$ cat src/rtl/ptp_perout_ctrl_pkg.sv
// ptp_perout_ctrl_pkg
// Shared definitions for the PTP periodic-output register block:
// register byte offsets, block identification words, control bit
// positions, ToD field layout, scheduler state encoding and the
// per-word storage mask for the start/period/width register groups.
package ptp_perout_ctrl_pkg;

    localparam logic [31:0] RB_TYPE  = 32'h0000_C082;
    localparam logic [31:0] RB_VER   = 32'h0000_0100;

    localparam logic [31:0] NS_PER_S = 32'd1_000_000_000;

    // ToD layout: {sec[47:0], ns[31:0], fns[15:0]}
    localparam int TOD_NS_LSB  = 16;
    localparam int TOD_SEC_LSB = 48;

    localparam logic [5:0] OFF_TYPE = 6'h00;
    localparam logic [5:0] OFF_VER  = 6'h04;
    localparam logic [5:0] OFF_NEXT = 6'h08;
    localparam logic [5:0] OFF_CTRL = 6'h0C;

    localparam int CTRL_PULSE  = 0;
    localparam int CTRL_EN     = 8;
    localparam int CTRL_LOCKED = 16;
    localparam int CTRL_ERROR  = 24;

    typedef enum logic [1:0] {
        S_IDLE,
        S_FALL_CALC,
        S_WAIT
    } sched_state_t;

    // Implemented bits of each word of a ToD register group:
    // fns [15:0], ns [29:0], sec low [31:0], sec high [15:0].
    function automatic logic [31:0] word_mask(input logic [1:0] word);
        case (word)
            2'd0:    return 32'h0000_FFFF;
            2'd1:    return 32'h3FFF_FFFF;
            2'd2:    return 32'hFFFF_FFFF;
            default: return 32'h0000_FFFF;
        endcase
    endfunction

endpackage

$ cat src/rtl/ptp_tod_add.sv
// ptp_tod_add
// Combinational 96-bit ToD adder: sum = a + b with fractional-ns carry
// into ns, ns rollover at 1e9 into seconds, seconds wrapping mod 2^48.
// Both operands must carry ns below 1e9.
// Ports: a, b (ToD operands), sum (ToD result).
module ptp_tod_add
    import ptp_perout_ctrl_pkg::*;
(
    input  logic [95:0] a,
    input  logic [95:0] b,
    output logic [95:0] sum
);

    logic [16:0] fns_sum;
    logic [32:0] ns_sum;
    logic [31:0] ns_adj;
    logic        roll;
    logic [47:0] sec_sum;

    always_comb begin
        fns_sum = {1'b0, a[15:0]} + {1'b0, b[15:0]};
        ns_sum  = {1'b0, a[TOD_NS_LSB +: 32]} + {1'b0, b[TOD_NS_LSB +: 32]}
                + {32'd0, fns_sum[16]};
        // Two sub-1e9 values plus a carry stay below 2e9, so one
        // conditional subtract is enough.
        roll    = (ns_sum >= {1'b0, NS_PER_S});
        ns_adj  = roll ? 32'(ns_sum - {1'b0, NS_PER_S}) : ns_sum[31:0];
        sec_sum = a[TOD_SEC_LSB +: 48] + b[TOD_SEC_LSB +: 48] + {47'd0, roll};
        sum     = {sec_sum, ns_adj, fns_sum[15:0]};
    end

endmodule

$ cat src/rtl/ptp_perout_ctrl.sv
// ptp_perout_ctrl
// Register-controlled periodic pulse generator aligned to PTP ToD.
// Ports:
//   clk, rst                 clock, synchronous active-high reset
//   reg_wr_* / reg_rd_*      32-bit register bus (registered 1-cycle acks,
//                            read data 0 when not acknowledging)
//   ptp_ts_96, ptp_ts_step   current ToD and discontinuity strobe
//   ptp_perout_locked/error/pulse   schedule status and pulse output
module ptp_perout_ctrl
    import ptp_perout_ctrl_pkg::*;
#(
    parameter int                        REG_ADDR_WIDTH = 6,
    parameter int                        REG_DATA_WIDTH = 32,
    parameter int                        REG_STRB_WIDTH = REG_DATA_WIDTH/8,
    parameter logic [REG_ADDR_WIDTH-1:0] RB_BASE_ADDR   = '0,
    parameter logic [31:0]               RB_NEXT_PTR    = '0
) (
    input  logic                      clk,
    input  logic                      rst,
    input  logic [REG_ADDR_WIDTH-1:0] reg_wr_addr,
    input  logic [REG_DATA_WIDTH-1:0] reg_wr_data,
    input  logic [REG_STRB_WIDTH-1:0] reg_wr_strb,
    input  logic                      reg_wr_en,
    output logic                      reg_wr_wait,
    output logic                      reg_wr_ack,
    input  logic [REG_ADDR_WIDTH-1:0] reg_rd_addr,
    input  logic                      reg_rd_en,
    output logic [REG_DATA_WIDTH-1:0] reg_rd_data,
    output logic                      reg_rd_wait,
    output logic                      reg_rd_ack,
    input  logic [95:0]               ptp_ts_96,
    input  logic                      ptp_ts_step,
    output logic                      ptp_perout_locked,
    output logic                      ptp_perout_error,
    output logic                      ptp_perout_pulse
);

    // Address decode
    logic [REG_ADDR_WIDTH-1:0] wr_word, rd_word, wr_rel, rd_rel;
    logic [5:0]                wr_off, rd_off;
    logic                      wr_hit, rd_hit;

    assign wr_word = reg_wr_addr & ~(REG_ADDR_WIDTH'(3));
    assign rd_word = reg_rd_addr & ~(REG_ADDR_WIDTH'(3));
    assign wr_rel  = wr_word - RB_BASE_ADDR;
    assign rd_rel  = rd_word - RB_BASE_ADDR;
    assign wr_off  = wr_rel[5:0];
    assign rd_off  = rd_rel[5:0];
    assign wr_hit  = reg_wr_en && (wr_word >= RB_BASE_ADDR)
                  && ({1'b0, wr_rel} < (REG_ADDR_WIDTH+1)'(64));
    assign rd_hit  = reg_rd_en && (rd_word >= RB_BASE_ADDR)
                  && ({1'b0, rd_rel} < (REG_ADDR_WIDTH+1)'(64));

    logic ctrl_wr, ctrl_rd, disable_wr, commit;
    assign ctrl_wr    = wr_hit && (wr_off == OFF_CTRL);
    assign ctrl_rd    = rd_hit && (rd_off == OFF_CTRL);
    assign disable_wr = ctrl_wr && reg_wr_strb[1] && !reg_wr_data[CTRL_EN];
    // Any sec-high word (offset 0x1C/0x2C/0x3C) commits its group.
    assign commit     = wr_hit && (wr_off[5:4] != 2'd0) && (wr_off[3:2] == 2'd3);

    // Start (1), period (2) and width (3) groups: shadow words + active ToD
    logic [31:0] shadow_word [1:3];
    logic [95:0] blk_tod     [1:3];

    generate
        for (genvar gi = 1; gi <= 3; gi++) begin : g_blk
            localparam logic [31:0] RST_W1 = (gi == 3) ? 32'd1000 : 32'd0;
            localparam logic [31:0] RST_W2 = (gi == 2) ? 32'd1    : 32'd0;

            logic [31:0] sh_reg [4];
            logic [95:0] act_reg;
            logic [31:0] merged;
            logic        blk_wr;

            assign blk_wr = wr_hit && (wr_off[5:4] == 2'(gi));

            always_comb begin
                merged = sh_reg[wr_off[3:2]];
                for (int bi = 0; bi < 4; bi++) begin
                    if (reg_wr_strb[bi]) begin
                        merged[bi*8 +: 8] = reg_wr_data[bi*8 +: 8];
                    end
                end
                merged = merged & word_mask(wr_off[3:2]);
            end

            always_ff @(posedge clk) begin
                if (rst) begin
                    sh_reg[0] <= '0;
                    sh_reg[1] <= RST_W1;
                    sh_reg[2] <= RST_W2;
                    sh_reg[3] <= '0;
                    act_reg   <= {16'd0, RST_W2, RST_W1, 16'd0};
                end else if (blk_wr) begin
                    sh_reg[wr_off[3:2]] <= merged;
                    if (wr_off[3:2] == 2'd3) begin
                        act_reg <= {merged[15:0], sh_reg[2], sh_reg[1], sh_reg[0][15:0]};
                    end
                end
            end

            assign shadow_word[gi] = sh_reg[rd_off[3:2]];
            assign blk_tod[gi]     = act_reg;
        end
    endgenerate

    // Register interface
    logic        enable_reg, wr_ack_reg, rd_ack_reg;
    logic [31:0] rd_data_reg, rd_value;
    logic        pulse_reg, locked_reg, error_reg;

    always_comb begin
        rd_value = '0;
        case (rd_off)
            OFF_TYPE: rd_value = RB_TYPE;
            OFF_VER:  rd_value = RB_VER;
            OFF_NEXT: rd_value = RB_NEXT_PTR;
            OFF_CTRL: begin
                rd_value[CTRL_PULSE]  = pulse_reg;
                rd_value[CTRL_EN]     = enable_reg;
                rd_value[CTRL_LOCKED] = locked_reg;
                rd_value[CTRL_ERROR]  = error_reg;
            end
            default:  rd_value = shadow_word[rd_off[5:4]];
        endcase
    end

    always_ff @(posedge clk) begin
        if (rst) begin
            enable_reg  <= 1'b0;
            wr_ack_reg  <= 1'b0;
            rd_ack_reg  <= 1'b0;
            rd_data_reg <= '0;
        end else begin
            wr_ack_reg  <= wr_hit;
            rd_ack_reg  <= rd_hit;
            rd_data_reg <= rd_hit ? rd_value : 32'd0;
            if (ctrl_wr && reg_wr_strb[1]) begin
                enable_reg <= reg_wr_data[CTRL_EN];
            end
        end
    end

    assign reg_wr_wait = 1'b0;
    assign reg_rd_wait = 1'b0;
    assign reg_wr_ack  = wr_ack_reg;
    assign reg_rd_ack  = rd_ack_reg;
    assign reg_rd_data = rd_data_reg;

    // Scheduler
    sched_state_t state_reg;
    logic [95:0]  next_rise_reg, next_fall_reg, fall_sum, rise_sum;

    ptp_tod_add u_fall_add (.a(next_rise_reg), .b(blk_tod[3]), .sum(fall_sum));
    ptp_tod_add u_rise_add (.a(next_rise_reg), .b(blk_tod[2]), .sum(rise_sum));

    always_ff @(posedge clk) begin
        if (rst) begin
            state_reg     <= S_IDLE;
            next_rise_reg <= '0;
            next_fall_reg <= '0;
            pulse_reg     <= 1'b0;
            locked_reg    <= 1'b0;
            error_reg     <= 1'b0;
        end else begin
            // Clear-on-read first so that any set below overrides it.
            if (ctrl_rd) begin
                error_reg <= 1'b0;
            end
            // A pending disable write acts immediately so the pulse drops
            // on the same edge as the write acknowledge.
            if (!enable_reg || disable_wr || ptp_ts_step || commit) begin
                if (ptp_ts_step && enable_reg && locked_reg) begin
                    error_reg <= 1'b1;
                end
                state_reg  <= S_IDLE;
                pulse_reg  <= 1'b0;
                locked_reg <= 1'b0;
            end else begin
                case (state_reg)
                    S_IDLE: begin
                        next_rise_reg <= blk_tod[1];
                        state_reg     <= S_FALL_CALC;
                    end
                    S_FALL_CALC: begin
                        next_fall_reg <= fall_sum;
                        locked_reg    <= (next_rise_reg > ptp_ts_96);
                        state_reg     <= S_WAIT;
                    end
                    default: begin
                        if (next_rise_reg <= ptp_ts_96) begin
                            next_rise_reg <= rise_sum;
                            if (next_fall_reg > ptp_ts_96) begin
                                // Keep the pending fall time; it is
                                // recomputed from the advanced rise after
                                // the pulse ends.
                                pulse_reg  <= 1'b1;
                                locked_reg <= 1'b1;
                            end else begin
                                pulse_reg  <= 1'b0;
                                locked_reg <= 1'b0;
                                if (locked_reg) begin
                                    error_reg <= 1'b1;
                                end
                                state_reg <= S_FALL_CALC;
                            end
                        end else if (next_fall_reg <= ptp_ts_96) begin
                            pulse_reg <= 1'b0;
                            state_reg <= S_FALL_CALC;
                        end
                    end
                endcase
            end
        end
    end

    assign ptp_perout_pulse  = pulse_reg;
    assign ptp_perout_locked = locked_reg;
    assign ptp_perout_error  = error_reg;

endmodule

$ cat config.mk
export PLATFORM = sky130hd
export DESIGN_NAME = ptp_perout_ctrl
export DESIGN_NICKNAME = d
export VERILOG_FILES = /design/src/rtl/ptp_perout_ctrl_pkg.sv /design/src/rtl/ptp_tod_add.sv /design/src/rtl/ptp_perout_ctrl.sv
export SDC_FILE = /design/constraint.sdc
export NUM_CORES = 2
export LEC_CHECK = 0
export CAP_MARGIN = 0
export CORE_ASPECT_RATIO = 0.7
export CORE_MARGIN = 3
export CORE_UTILIZATION = 56
export CTS_CLUSTER_DIAMETER = 40
export DETAILED_ROUTE_END_ITERATION = 7
export PLACE_DENSITY = 0.85
export SETUP_SLACK_MARGIN = 0.02
export SYNTH_ARGS = -nofsm -noshare
export SYNTH_HDL_FRONTEND = slang
export SYNTH_SLANG_ARGS = --single-unit
$ cat constraint.sdc
create_clock -name clk -period 15.1 [get_ports clk]
set_input_delay 1.51 -clock clk [delete_from_list [all_inputs] [get_ports clk]]
set_output_delay 1.51 -clock clk [all_outputs]
set_load 0.02 [all_outputs]
# After elaboration in Yosys (flattened, before gate mapping)
# Memory sizes are Yosys's and may differ from the RTL's. A register that Yosys moved wholly into a read port is not among the register bits.
# Cells that the tools add are included.
# totals
inputBits	149
wordCells	164
memories	3
output_inout_bits	39
register_bits	520
mem_bits_rw	384
# memory_table
name	words	width	read_ports	rd_clocked_by_memory_dff	write_ports	line_no	text
g_blk[1].sh_reg	4	32	5	3	4	ptp_perout_ctrl.sv:70	logic [31:0] sh_reg [4];
g_blk[2].sh_reg	4	32	5	3	4	ptp_perout_ctrl.sv:70	
g_blk[3].sh_reg	4	32	5	3	4	ptp_perout_ctrl.sv:70	
# op_classes
n_reduce_logical	43
n_addsub	12
magnitude_cmp	9
eq_ne	12
mux	62
bitwise_logic	9
# op_table
cell	n
$mux W32	7
$gt A96 B96 Y1	2
$le A96 B96 Y1	2
$pmux W96 S2	1
$add A48 B1 Y48	2
$add A48 B48 Y48	2
$and A32 B32 Y32	3
$mux W8	12
$mux W96	1
$reduce_or A32 Y1	3
$add A32 B32 Y33	2
$add A33 B1 Y33	2
$ge A33 B30 Y1 const B	2
$bmux W32 S2	1
$pmux W32 S2	1
$sub A32 B30 Y32 const B	2
$add A16 B16 Y17	2
$pmux W7 S2	2
$mux W1	25
$reduce_and A2 Y1	7
$logic_and A1 B1 Y1	13
$eq A4 B2 Y1 const B	3
$ge A6 B1 Y1 const B	2
$mux W2	6
20 further kinds	42

# Longest topological paths before layout
# depth
word_depth	10
mapped_depth	43
depth_no_buf	42

# Hierarchy
# A second synthesis with hierarchy kept.
# unflattened
cells_unflattened	5946
area_unflattened_um2	55162.9
# by_module_without_submodules
mod	area_per_inst_um2	instances	cells_per_inst	seq_area_each_um2
ptp_perout_ctrl	43241.5	1	4262	21941.0
ptp_tod_add (u_fall_add)	6043.3	1	851	0.0
ptp_tod_add (u_rise_add)	5878.1	1	833	0.0

# Least setup slack after synthesis
# OpenSTA, ideal clock, no wires.
# synth_path
path_kind	register -> register
startpoint	reg next_rise_reg[0]
endpoint	reg next_fall_reg[94]
setup_ns	0.134
synth_period_minus_slack_ns	9.097
setup_slack_ns	6.003
required_ns	14.966
stages_incl_launch_ff	43
t_arrival_ns	8.964
cell_sequence	dfxtp_1 ha_1 fa_1 a21oi_1 o21bai_1 a21o_1 a21o_1 a21oi_1 o211ai_1 a21o_1 a21o_1 a31oi_1 o21bai_1 a21oi_1 fa_1 fa_1 nor2b_4 o31a_1 [7 not listed] o211ai_2 and2_4 buf_6 inv_1 fa_1 fa_1 a21o_1 a21o_1 a2111oi_0 or4_1 a211oi_1 o21ai_0 o21ai_0 a41oi_1 a21oi_1 a31oi_1 xor2_1 o22ai_1
# synth_via
elab_chain_len	4
# synth_rtl
element	line_no	text
start: declaration	ptp_perout_ctrl.sv:152	logic [95:0] next_rise_reg, next_fall_reg, fall_sum, rise_sum;
start signal: assignment	ptp_perout_ctrl.sv:182	next_rise_reg <= blk_tod[1];
start signal: assignment	ptp_perout_ctrl.sv:192	next_rise_reg <= rise_sum;
$add A16 B16 Y17	ptp_tod_add.sv:21	fns_sum = {1'b0, a[15:0]} + {1'b0, b[15:0]};
$add A33 B1 Y33	ptp_tod_add.sv:23	+ {32'd0, fns_sum[16]};
$ge A33 B30 Y1	ptp_tod_add.sv:26	roll = (ns_sum >= {1'b0, NS_PER_S});
$add A48 B1 Y48	ptp_tod_add.sv:28	sec_sum = a[TOD_SEC_LSB +: 48] + b[TOD_SEC_LSB +: 48] + {47'd0, roll};
end signal: assignment	ptp_perout_ctrl.sv:186	next_fall_reg <= fall_sum;
end: declaration	ptp_perout_ctrl.sv:152	
# No other way between the ends.
# A chain may end at the register's enable or synchronous reset.

# Worst setup path in the final report
# layout_path
startpoint	reg next_rise_reg[0]
endpoint	reg next_rise_reg[95]
# layout_via
elab_chain_len	6
elab_cells_between_ends	9
cone_classes	add/sub (3); order compare (2); mux (2); reduce/logical (2)
# layout_rtl
element	line_no	text
$add A16 B16 Y17	ptp_tod_add.sv:21	
$add A33 B1 Y33	ptp_tod_add.sv:23	
$ge A33 B30 Y1	ptp_tod_add.sv:26	
$add A48 B1 Y48	ptp_tod_add.sv:28	
$mux W96	ptp_perout_ctrl.sv:191	if (next_rise_reg <= ptp_ts_96) begin
$pmux W96 S2	ptp_perout_ctrl.sv:180	case (state_reg)
# Several ways; a longest one is shown, not always the timed one. The select of a mux whose other input is x is not followed.

==> impl_metrics.py <==
metrics = {
    "status": {
        "status": "finished, violations left",
        "violations": "DRC",
    },
    "clock_network": {
        "cts_buffer_depth": 3,
        "postCtsResizedCells": 0,
        "post_cts_buffers": 0,
        "cts_buffers": 102,
        "cts_tree": "yes",
        "htreeDepth": 3,
        "numClockSinks": 904,
        "cts_root_buffer": "clkbuf_16",
        "ctsHoldBuffers": 0,
        "clock_latency_ns": 0.73,
        "clk_pin_slew_ns": 0.07,
    },
    "logic_synthesis": {
        "ys_async_sr_fraction": 0,
        "yosysTopAreaCellShare": 0.2130,
        "yosysTopAreaCell": "edfxtp_1",
        "avgSynthCellArea_um2": 9.259,
        "yosys_warnings": 0,
        "syn-cell-area_um2": 54150,
        "synth-edff-count": 384,
        "ys_types": 90,
        "ys_top_cells_by_area": "edfxtp_1, dfxtp_1, ha_1",
        "netlist_instances": 5848,
        "synth_seq_cells": 904,
        "ys_dominant_reg_cell": "dfxtp_1",
        "synth_most_common_cell": "nand2_1",
        "seq_area_frac_synth": 0.4052,
        "synthTopCellsByCount": "nand2_1, nor2_1, a21oi_1",
    },
    "routing": {
        "wirelength_um": 195800,
        "drtAntennaViolNets": 0,
        "drc": 17,
        "firstDrtPassIters": 8,
        "wl_per_cell_um": 27.19,
        "drtIter0Drc": 8166,
        "via_per_inst": 6.812,
        "vias": 49050,
    },
    "final_layout": {
        "syn2layout_area_growth_pct": 11.47,
        "largest_reg_flops": 384,
        "fill_cells": 7257,
        "finish.utilization": 0.6359,
        "layout.nets": 6388,
        "drive_above_1_share": 0.08777,
    },
    "hold_path": {
        "hold_end": "g_blk[1].act_reg[22]",
        "worstHoldPathCells": 2,
        "hp-class": "reg -> reg",
        "min_from": "g_blk[1].act_reg[22]",
    },
    "floorplan": {
        "pin_count": 188,
        "core_um2": 94910,
        "rows": 94,
        "chipWidth_um": 377.7,
        "fp.dieH_um": 266.2,
        "start_util": 0.5705,
        "die_area_um2": 100500,
    },
    "critical_path": {
        "cp-start-kind": "flop",
        "regToRegStartpoint": "next_rise_reg[0]",
        "max_stage_delay_ns": 0.92,
        "reg2reg_depth": 38,
        "worstPathMaxFanout": 24,
        "r2r_slack_ns": 3.66,
        "crit_slowest_cell": "o41ai_1",
        "crit_type": "reg -> reg",
        "end_kind": "flop",
        "required_ns": 15.71,
        "r2r_end": "next_rise_reg[95]",
        "arrival_ns": 12.04,
    },
    "flow_run": {
        "maxCapViolations": 0,
    },
    "grt": {
        "grt-ovfl-total": 0,
        "grt_pass1_vias": 46240,
        "track_usage": 0.3806,
        "grt_first_pass_wirelength_um": 286800,
        "grt_antenna_before_repair": 19,
        "grt_max_degree": 219,
    },
    "timing": {
        "rsz0062_at_grt": "no",
        "setup_tns_ns": 0,
        "finalHoldViolCount": 0,
        "slew_headroom": 0.01617,
        "drv_slew": 0,
        "setup_viol": 0,
        "hold_slack_ns": 0.4539,
        "min_period_ns": 11.44,
        "finalCritPeriodShare": 0.7574,
        "fmax_mhz": 87.43,
        "worst_slew_pin_slew_ns": 1.435,
        "skew_ns": 0.03506,
    },
    "placement": {
        "io_buffers": 181,
        "hpwlAfterDp_um": 138200,
        "gp_congestion": 0.9812,
    },
    "pwr": {
        "cellLeakagePower_uw": 0.02445,
        "peakVddDrop_v": 0.00009020,
        "cellPowerDensity_nw_per_um2": 95.63,
    },
}
[power breakdown]
group          leakage, µW  switching, µW  total, µW  internal, µW
sequential         0.00814           55.3       2660          2600
clock              0.00175           1130       2640          1510
combinational       0.0146            298        476           178
[logic make-up after synthesis]
| kind of cell | share of synthesized area |
|---|---|
| AND/OR/NAND/NOR | 0.1612 |
| AO/OA/AOI/OAI | 0.1752 |
| multiplexers | 0.09939 |
| buffers and inverters | 0.04005 |
| XOR/XNOR | 0.02685 |
| other | 0.00006926 |
| flip-flops | 0.4052 |
| adder cells (fa/ha/maj) | 0.09197 |
[critical path, delay by kind of cell (launching register included)]
kind,cells,cell delay [ns]
AOI/OAI and AO/OA,21,6.10
and+or+nand+nor,11,2.77
adders and majority gates,5,1.84
DFF,1,0.39
xor gates and xnor gates,1,0.22
[how the worst max path moves through the flow]
stage | to | cells past startpoint | slack (ns) | from
after global placement | next_rise_reg[95] | 38 | 4.42 | next_rise_reg[0]
after floorplan | next_fall_reg[94] | 42 | 6.00 | next_rise_reg[0]
after CTS | next_rise_reg[95] | 38 | 4.16 | next_rise_reg[0]
final | next_rise_reg[95] | 38 | 3.66 | next_rise_reg[0]
after global routing | next_fall_reg[94] | 41 | 3.26 | next_rise_reg[0]
after detailed placement | next_rise_reg[95] | 38 | 4.31 | next_rise_reg[0]
[routing by layer]
metal  track usage  vias to the layer above  routed length [µm]
met5       0.02547                        -                 643
met4        0.2200                       28               14650
met3        0.1941                      971               34850
met2        0.5242                     3944               77040
met1        0.4759                    22900               68590
li1              -                    21210                   -
[placed cells by master (no fill, tap or decap), drive strengths merged, types with 15 or more instances in the layout]
cell type / synthesis / routed
nand2: 840 / 840
nor2: 677 / 677
a21oi: 620 / 620
dfxtp: 520 / 520
edfxtp: 384 / 384
ha: 382 / 382
inv: 225 / 247
a21o: 230 / 230
mux4: 192 / 192
o21ai: 180 / 180
clkdlybuf4s50: 0 / 173
a211oi: 132 / 132
clkbuf: 302 / 130
xnor2: 108 / 108
nand3: 92 / 92
nand2b: 84 / 84
mux2i: 73 / 73
nor3: 64 / 64
buf: 40 / 63
nand4: 62 / 62
xor2: 58 / 58
a31oi: 47 / 47
o211ai: 37 / 37
nor2b: 35 / 35
o21a: 31 / 31
o21bai: 31 / 31
a22oi: 30 / 30
and2: 30 / 30
mux2: 29 / 29
clkinv: 0 / 29
or3: 28 / 28
and3: 24 / 24
o31ai: 21 / 21
nor4: 21 / 21
or2: 18 / 18
diode: 0 / 16
a311oi: 15 / 15
[layout make-up]
type                       instances  area [µm²]  share of cell area
multi-input combinational       4378       30170              0.4998
sequential                       904       21940              0.3635
clock buffer                     130        2853             0.04726
timing repair buffer             236        2221             0.03680
tap                             1248        1562             0.02587
inverter                         225       844.6             0.01399
clock inverter                    63       729.5             0.01209
antenna                           16       40.04           0.0006634
[through the flow]
stage | instances | worst slack (ns) | area (µm²) | total power, µW
after floorplan | 5849 | 6.003 | 54150 | 2953
after global placement | 6991 | 4.421 | 56730 | 3127
after detailed placement | 6991 | 4.307 | 56730 | 3145
after CTS | 7184 | 4.155 | 60320 | 5733
after global routing | 7187 | 3.258 | 60320 | 5871
final | 7200 | 3.663 | 60360 | 5772
Note: power is estimated with default switching activity, not from simulation.
